===== src/rtl/uart_pkg.sv =====
// Shared types and constants for the UART transmit path.
package uart_pkg;

  typedef enum logic [2:0] {IDLE, START, DATA, STOP, GAP} tx_state_t;

  localparam int DEFAULT_CLKS_PER_BIT = 32;
  localparam int DATA_BITS            = 8;
  localparam int BYTES_PER_WORD       = 4;

endpackage


===== src/rtl/uart_byte_tx.sv =====
// Serializes one byte as an 8N1 frame; owns start/data/stop bit timing.
// A new start is accepted in IDLE or in the last clock of a stop bit, so frames can run back to back.
module uart_byte_tx
  import uart_pkg::*;
#(
  parameter int CLKS_PER_BIT = DEFAULT_CLKS_PER_BIT
) (
  input  logic       clk,
  input  logic       reset_n,
  input  logic [7:0] byte_in,
  input  logic       start,
  output logic       tx,
  output logic       byte_done
);

  localparam int CW = (CLKS_PER_BIT > 1) ? $clog2(CLKS_PER_BIT) : 1;
  localparam logic [CW-1:0] LAST     = CW'(CLKS_PER_BIT - 1);
  localparam logic [CW-1:0] PRE_LAST = CW'(CLKS_PER_BIT - 2);
  localparam logic [2:0]    LAST_BIT = 3'(DATA_BITS - 1);

  tx_state_t     state;
  logic [CW-1:0] clk_cnt;
  logic [2:0]    bit_cnt;
  logic [7:0]    data;

  // byte_done is raised one clock early so it lands on the final stop-bit clock
  always_ff @(posedge clk or negedge reset_n) begin
    if (!reset_n) begin
      state     <= IDLE;
      clk_cnt   <= '0;
      bit_cnt   <= '0;
      data      <= '0;
      tx        <= 1'b1;
      byte_done <= 1'b0;
    end else begin
      byte_done <= 1'b0;
      case (state)
        IDLE: begin
          if (start) begin
            data    <= byte_in;
            clk_cnt <= '0;
            state   <= START;
            tx      <= 1'b0;
          end
        end
        START: begin
          if (clk_cnt == LAST) begin
            clk_cnt <= '0;
            bit_cnt <= '0;
            state   <= DATA;
            tx      <= data[0];
          end else begin
            clk_cnt <= clk_cnt + 1'b1;
          end
        end
        DATA: begin
          if (clk_cnt == LAST) begin
            clk_cnt <= '0;
            if (bit_cnt == LAST_BIT) begin
              state <= STOP;
              tx    <= 1'b1;
            end else begin
              bit_cnt <= bit_cnt + 3'd1;
              data    <= {1'b0, data[7:1]};
              tx      <= data[1];
            end
          end else begin
            clk_cnt <= clk_cnt + 1'b1;
          end
        end
        STOP: begin
          if (clk_cnt == PRE_LAST) begin
            byte_done <= 1'b1;
          end
          if (clk_cnt == LAST) begin
            clk_cnt <= '0;
            if (start) begin
              data  <= byte_in;
              state <= START;
              tx    <= 1'b0;
            end else begin
              state <= IDLE;
            end
          end else begin
            clk_cnt <= clk_cnt + 1'b1;
          end
        end
        default: begin
          state <= IDLE;
          tx    <= 1'b1;
        end
      endcase
    end
  end

endmodule


===== src/rtl/uart_word_tx.sv =====
// Sends one 32-bit word per valid/ready handshake as four 8N1 frames, LSB byte first.
// Owns the handshake, byte sequencing, inter-byte gap and word_done.
module uart_word_tx
  import uart_pkg::*;
#(
  parameter int CLKS_PER_BIT = DEFAULT_CLKS_PER_BIT,
  parameter int GAP_CLKS     = 0
) (
  input  logic        clk,
  input  logic        reset_n,
  input  logic [31:0] word_in,
  input  logic        word_valid,
  output logic        word_ready,
  output logic        tx,
  output logic        busy,
  output logic        word_done
);

  localparam int GW = (GAP_CLKS > 1) ? $clog2(GAP_CLKS) : 1;
  localparam logic [GW-1:0] GAP_LAST = GW'((GAP_CLKS > 0) ? GAP_CLKS - 1 : 0);
  localparam bit   HAS_GAP  = (GAP_CLKS > 0);
  localparam logic [1:0] LAST_BYTE = 2'(BYTES_PER_WORD - 1);

  tx_state_t     state;
  logic [31:0]   shift;
  logic [1:0]    byte_cnt;
  logic [GW-1:0] gap_cnt;
  logic          accept;
  logic          last_byte;
  logic          byte_start;
  logic [7:0]    byte_data;
  logic          byte_done;

  // The first byte comes straight from word_in so the start bit appears the cycle after acceptance
  always_comb begin
    accept     = word_valid && word_ready;
    last_byte  = (byte_cnt == LAST_BYTE);
    byte_start = 1'b0;
    byte_data  = shift[7:0];
    case (state)
      IDLE: begin
        byte_start = accept;
        byte_data  = word_in[7:0];
      end
      DATA:    byte_start = byte_done && !last_byte && !HAS_GAP;
      GAP:     byte_start = (gap_cnt == GAP_LAST);
      default: byte_start = 1'b0;
    endcase
  end

  always_ff @(posedge clk or negedge reset_n) begin
    if (!reset_n) begin
      state      <= IDLE;
      shift      <= '0;
      byte_cnt   <= '0;
      gap_cnt    <= '0;
      word_ready <= 1'b1;
      busy       <= 1'b0;
    end else begin
      case (state)
        IDLE: begin
          if (accept) begin
            shift      <= {8'h00, word_in[31:8]};
            byte_cnt   <= '0;
            state      <= DATA;
            word_ready <= 1'b0;
            busy       <= 1'b1;
          end
        end
        DATA: begin
          if (byte_done) begin
            byte_cnt <= byte_cnt + 2'd1;
            if (last_byte) begin
              state      <= IDLE;
              word_ready <= 1'b1;
              busy       <= 1'b0;
            end else if (HAS_GAP) begin
              state   <= GAP;
              gap_cnt <= '0;
            end else begin
              shift <= {8'h00, shift[31:8]};
            end
          end
        end
        GAP: begin
          if (gap_cnt == GAP_LAST) begin
            state   <= DATA;
            gap_cnt <= '0;
            shift   <= {8'h00, shift[31:8]};
          end else begin
            gap_cnt <= gap_cnt + 1'b1;
          end
        end
        default: begin
          state      <= IDLE;
          word_ready <= 1'b1;
          busy       <= 1'b0;
        end
      endcase
    end
  end

  assign word_done = byte_done && last_byte && (state == DATA);

  uart_byte_tx #(
    .CLKS_PER_BIT(CLKS_PER_BIT)
  ) u_byte_tx (
    .clk      (clk),
    .reset_n  (reset_n),
    .byte_in  (byte_data),
    .start    (byte_start),
    .tx       (tx),
    .byte_done(byte_done)
  );

endmodule


===== config.mk =====
export PLATFORM = sky130hd
export DESIGN_NAME = uart_word_tx
export DESIGN_NICKNAME = d
export VERILOG_FILES = /design/src/rtl/uart_pkg.sv /design/src/rtl/uart_byte_tx.sv /design/src/rtl/uart_word_tx.sv
export SDC_FILE = /design/constraint.sdc
export NUM_CORES = 1
export LEC_CHECK = 0
export BUFFER_PORTS_ARGS = -buffer_cell sky130_fd_sc_hd__buf_2
export CORE_MARGIN = 8
export CORE_UTILIZATION = 56
export CTS_CLUSTER_SIZE = 25
export DETAILED_ROUTE_END_ITERATION = 7
export PLACE_DENSITY = 0.79
export SKIP_CTS_REPAIR_TIMING = 1
export SLEW_MARGIN = 25
export SYNTH_ARGS = -nofsm -noshare
export SYNTH_HDL_FRONTEND = slang
export SYNTH_SLANG_ARGS = --single-unit

===== constraint.sdc =====
create_clock -name clk -period 2.3 [get_ports clk]
set_input_delay 0.46 -clock clk [delete_from_list [all_inputs] [get_ports clk]]
set_output_delay 0.46 -clock clk [all_outputs]
set_load 0.02 [all_outputs]

Word level (Yosys, flattened, before mapping)

Cells that the tools add are included.

Register bits: 61
Bits of input ports: 35
Output and inout bits: 4
Logic and storage cells: 111

$add $sub $neg: 4
Equality and inequality tests: 20
Muxes and demuxes: 51
Bitwise gates (word level): 2
Reductions and logical operators: 22

Operator list:

| operator                                       | count |
|---|---|
| 2-to-1 mux 32 bit                              | 4 |
| case mux 32 bit (3 select lines)               | 1 |
| 2-to-1 mux 8 bit                               | 5 |
| 2-to-1 mux 3 bit                               | 12 |
| case mux 8 bit (3 select lines)                | 1 |
| AND reduction 4 bit                            | 4 |
| 2-to-1 mux 1 bit                               | 15 |
| != test 2 bit (second input constant)          | 6 |
| case mux 3 bit (4 select lines)                | 1 |
| == test 5 bit (second input constant)          | 2 |
| 2-to-1 mux 5 bit                               | 2 |
| != test 2 x 1 -> 1 bit (second input constant) | 5 |
| case mux 5 bit (2 select lines)                | 1 |
| AND reduction 5 bit                            | 2 |
| == test 3 x 2 -> 1 bit (second input constant) | 3 |
| case mux 1 bit (3 select lines)                | 3 |
| case mux 3 bit (3 select lines)                | 1 |
| == test 3 bit (second input constant)          | 2 |
| logical NOT 3 bit                              | 2 |
| case mux 3 bit (2 select lines)                | 1 |
| AND reduction 3 bit                            | 2 |
| nonzero test 2 bit                             | 3 |
| nonzero test 3 bit                             | 2 |
| adder 5 x 1 -> 5 bit (second input constant)   | 1 |
| 13 further kinds                               | 18 |

Longest topological paths before layout

Word-level depth: 7
Mapped depth: 8
Gate-level depth less buffers: 7

By module

A second synthesis with hierarchy kept.

Cells, all modules: 257
Area, all modules: 2901.5 um2

Modules (own cells, without submodules):

| module       | times used | cells an instance | area an instance (um2) | sequential area each (um2) |
|---|---|---|---|---|
| uart_word_tx | 1          | 161               | 1776.7                 | 701.9 |
| uart_byte_tx | 1          | 96                | 1124.8                 | 501.7 |

Worst setup path after synthesis

Ideal clock, no wire load.

Path kind: reg-to-reg
Start point: reg u_byte_tx.clk_cnt[0]
End point: reg u_byte_tx.data[7]
Library setup time: 0.126 ns
Arrival time: 1.885 ns
Data required time: 2.174 ns
Setup slack: 0.289 ns
Stages on the path, launching flop included: 9
Buffers on the path: 1
Clock period less this slack: 2.011 ns
Cells stage by stage: dfrtp_1 ha_1 and3_1 ha_1 nand2b_1 a21oi_2 buf_2 nor3_1 a221o_1

Cells in the longest elaborated chain, start to end: 3
Elaborated cells on any way between the ends: 4
Those cells by class: eq/ne: 3; reduce/logical: 1

RTL lines:

| element                                 | line                                   | text |
|---|---|---|
| start, declared                         | uart_byte_tx.sv:22                     | `logic [CW-1:0] clk_cnt;` |
| start signal, assigned                  | uart_byte_tx.sv:53                     | `clk_cnt <= clk_cnt + 1'b1;` |
| start signal, assigned                  | uart_byte_tx.sv:68                     | `clk_cnt <= clk_cnt + 1'b1;` |
| start signal, assigned                  | uart_byte_tx.sv:85                     | `clk_cnt <= clk_cnt + 1'b1;` |
| == test 5 bit *                         | uart_byte_tx.sv:57, uart_byte_tx.sv:75 |  |
| != test 2 x 1 -> 1 bit (no source line) | n/a                                    |  |
| AND reduction 4 bit (no source line) *  | n/a                                    |  |
| end signal, assigned                    | uart_byte_tx.sv:40                     | `data <= byte_in;` |
| end signal, assigned                    | uart_byte_tx.sv:64                     | `data <= {1'b0, data[7:1]};` |
| end signal, assigned                    | uart_byte_tx.sv:78                     | `data <= byte_in;` |
| end, declared                           | uart_byte_tx.sv:24                     | `logic [7:0] data;` |

Every way passes the cells marked *; elsewhere a longest branch is shown, timed or not.
A chain may end at the register's enable or synchronous reset.

Final worst setup path

Start point: reg u_byte_tx.clk_cnt[0]
End point: reg u_byte_tx.data[3]

The elaborated chain is that of the path after synthesis.

==> metrics.yaml <==
drt:
  dr.pass1.iters: 4
  drtIter0Drc: 144
  route.detailed.drc: 0
  drt-wirelength-per-cell_um: 14.4
  vias: 1970
  drtAntennaViolNets: 0
  wirelength_um: 5100
  viasPerCell: 5.58
global_routing:
  first_global_vias: 1944
  globalRoute.totalOverflow: 0
  grt_first_pass_wirelength_um: 8910
  grt_max_degree: 34
  grt.total_usage: 0.150
  antenna_found_initial: 0
power:
  ir_worst_vdd_v: 0.000373
  p_leak_uw: 0.00137
  p_per_area_nw_per_um2: 512
status:
  status: "complete, no violations"
place:
  routabilityCongestion: 0.790
  io_buffers: 38
  dp_hpwl_um: 3740
timing:
  period_needed_ps: 2140
  whs_ps: 185
  worst_slew_pin_slew_ps: 689
  relSlewSlack: 0.541
  fmax_ghz: 0.467
  period_share: 0.931
  setup_viol: 0
  fin_skew_ps: 8.42
  drv_slew: 0
  rsz0062_at_grt: "no"
  hold_viol_final: 0
  tns_ps: 0
yosys:
  seq_area_frac_synth: 0.471
  synthArstFlopShare: 1.00
  yosysUniqueCellTypes: 40
  synth-edff-count: 0
  synth.net_count: 308
  synth_warnings: 0
  syn_avg_cell_area_sq_um: 9.75
  synthesis.area_sq_um: 2550
  ys_ff_latch: 48
  synthCells: 262
  ys.flop_type: "dfrtp_1"
worst_setup_path:
  worstReg2RegStart: "u_byte_tx.clk_cnt[0]"
  cp_max_fo: 7
  rrSetupSlack_ps: 160
  rr_worst_depth: 8
  end_kind: "register"
  worst_setup_path_start_kind: "register"
  r2r_end: "u_byte_tx.data[3]"
  critPathArrivalTime_ps: 2390
  cp.required_ps: 2550
  critPathKind: "reg -> reg"
  crit_path_end: "u_byte_tx.data[3]"
  crit_start: "u_byte_tx.clk_cnt[0]"
hold_path:
  hold_path_class: "in -> async"
clock_network:
  numClockSinks: 48
  clk_latency_ps: 310
  path_clk_slew_ps: 90
  clockBufferDepth: 2
  cts_buffers: 5
  root_buffer: "clkbuf_8"
  cts_tree: "built"
  htreeDepth: 2
final_layout:
  nFillCells: 347
  post-route-util: 0.662
  fin_nets: 346
  multi_input_area_sq_um: 1250
  drive_gt1_frac: 0.223
  diodes: 0
  seq_area_sq_um: 1200
  area_delta_synth_final_pct: 13.7
floorplanning:
  pin_count: 39
  dieArea_sq_um: 6980
  core.rowCount: 24
  die_h_um: 83.5
  fp.dieW_um: 83.5
  core_area_sq_um: 4380
  start_util: 0.583
job:
  maxCapViolCount: 0
-- worst min-delay path by stage --
stage / startpoint / to / depth (start not counted)
6_report: reset_n / shift[10] / 1
5_1_grt: reset_n / byte_cnt[1] / 1
4_1_cts: reset_n / shift[10] / 1
3_5_place_dp: shift[16] / shift[16] / 2
3_3_place_gp: shift[16] / shift[16] / 2
2_1_floorplan: reset_n / busy / 0
-- worst max-delay path, stage by stage, from the launching register on --
cell     delay [ps]
dfrtp_1         410
ha_1            210
and3_1          160
ha_1            210
nor3b_4         220
a21oi_2         100
buf_4           170
or4_1           500
nand3_1          90
-- kinds of logic (layout without fill, tap and decap cells) --
| group | after synthesis | in the layout | share of synthesized area |
|---|---|---|---|
| fa+ha+maj | 11 | 11 | 0.0539 |
| simple gates | 99 | 99 | 0.192 |
| xor+xnor | 1 | 1 | 0.00343 |
| mux | 28 | 28 | 0.111 |
| compound gates | 52 | 52 | 0.125 |
| buf+inv | 23 | 62 | 0.0426 |
| flops | 48 | 48 | 0.471 |
-- Yosys cell counts, drive strengths merged (3+ instances only) --
cell type	number	area [sq um]
a21oi	10	53.8
a22oi	6	45.0
and3	3	18.8
buf	10	60.1
clkbuf	8	30.0
dfrtp	46	1150
ha	11	138
inv	5	18.8
mux2	3	33.8
mux2i	25	250
nand2	46	175
nand3	16	80.1
nand3b	9	71.3
nor2	8	30.0
nor3	4	20.0
o21ai	26	130
or4	6	45.0
-- flip-flops by register name, summed over array words and instances (netlist names) --
signal               cells
shift                   24
busy                     1
u_byte_tx.byte_done      1
word_ready               1
u_byte_tx.tx             1
u_byte_tx.bit_cnt        3
u_byte_tx.state          2
u_byte_tx.clk_cnt        5
byte_cnt                 2
u_byte_tx.data           8
-- layout by cell type (no fill, tap or decap), types with 2 or more instances in the layout --
cell type	netlist	final
ha_1	11	11
clkbuf_8	0	6
nand3b_1	8	8
or4_1	6	6
nor3_1	4	4
inv_1	5	5
dfstp_2	2	2
and3_1	3	3
buf_4	2	11
dfrtp_1	46	45
nand3_1	16	16
and2_1	2	2
a22oi_1	6	6
mux2i_1	25	25
a21o_1	2	2
nand2b_1	2	2
nand2_1	45	45
mux2_2	2	2
nor2_1	8	8
o21ai_0	26	26
buf_2	6	38
a21oi_1	9	9
-- per-stage QoR --
stage	setup WS [ps]	power (uW)	cell area (sq um)	instances
CTS	145	1500	2890	352
detailed placement	164	974	2800	344
global placement	257	971	2800	344
floorplan	289	917	2550	262
finish	159	1490	2900	353
global route	20.1	1540	2900	353
-- cell type report --
cell class / count / share of cell area
timing repair buffer: 49 / 0.0939
clock inverter: 1 / 0.00259
inverter: 5 / 0.00646
tap: 52 / 0.0224
clock buffer: 7 / 0.0297
multi-input combinational: 191 / 0.430
sequential: 48 / 0.415
-- power by group --
part           internal, uW  switching (uW)  leakage [uW]
logic                  37.7            39.7      0.000777
clock network           245             287     0.0000445
registers               866            11.7      0.000546
-- per-layer routing --
metal	vias up	track usage	wire, um
li1	1000	-	-
met2	43	0.238	2390
met1	917	0.187	2410
met5	-	0	0
met3	10	0.0371	209
met4	0	0.0659	85
Note: power is estimated with default switching activity, not from simulation.
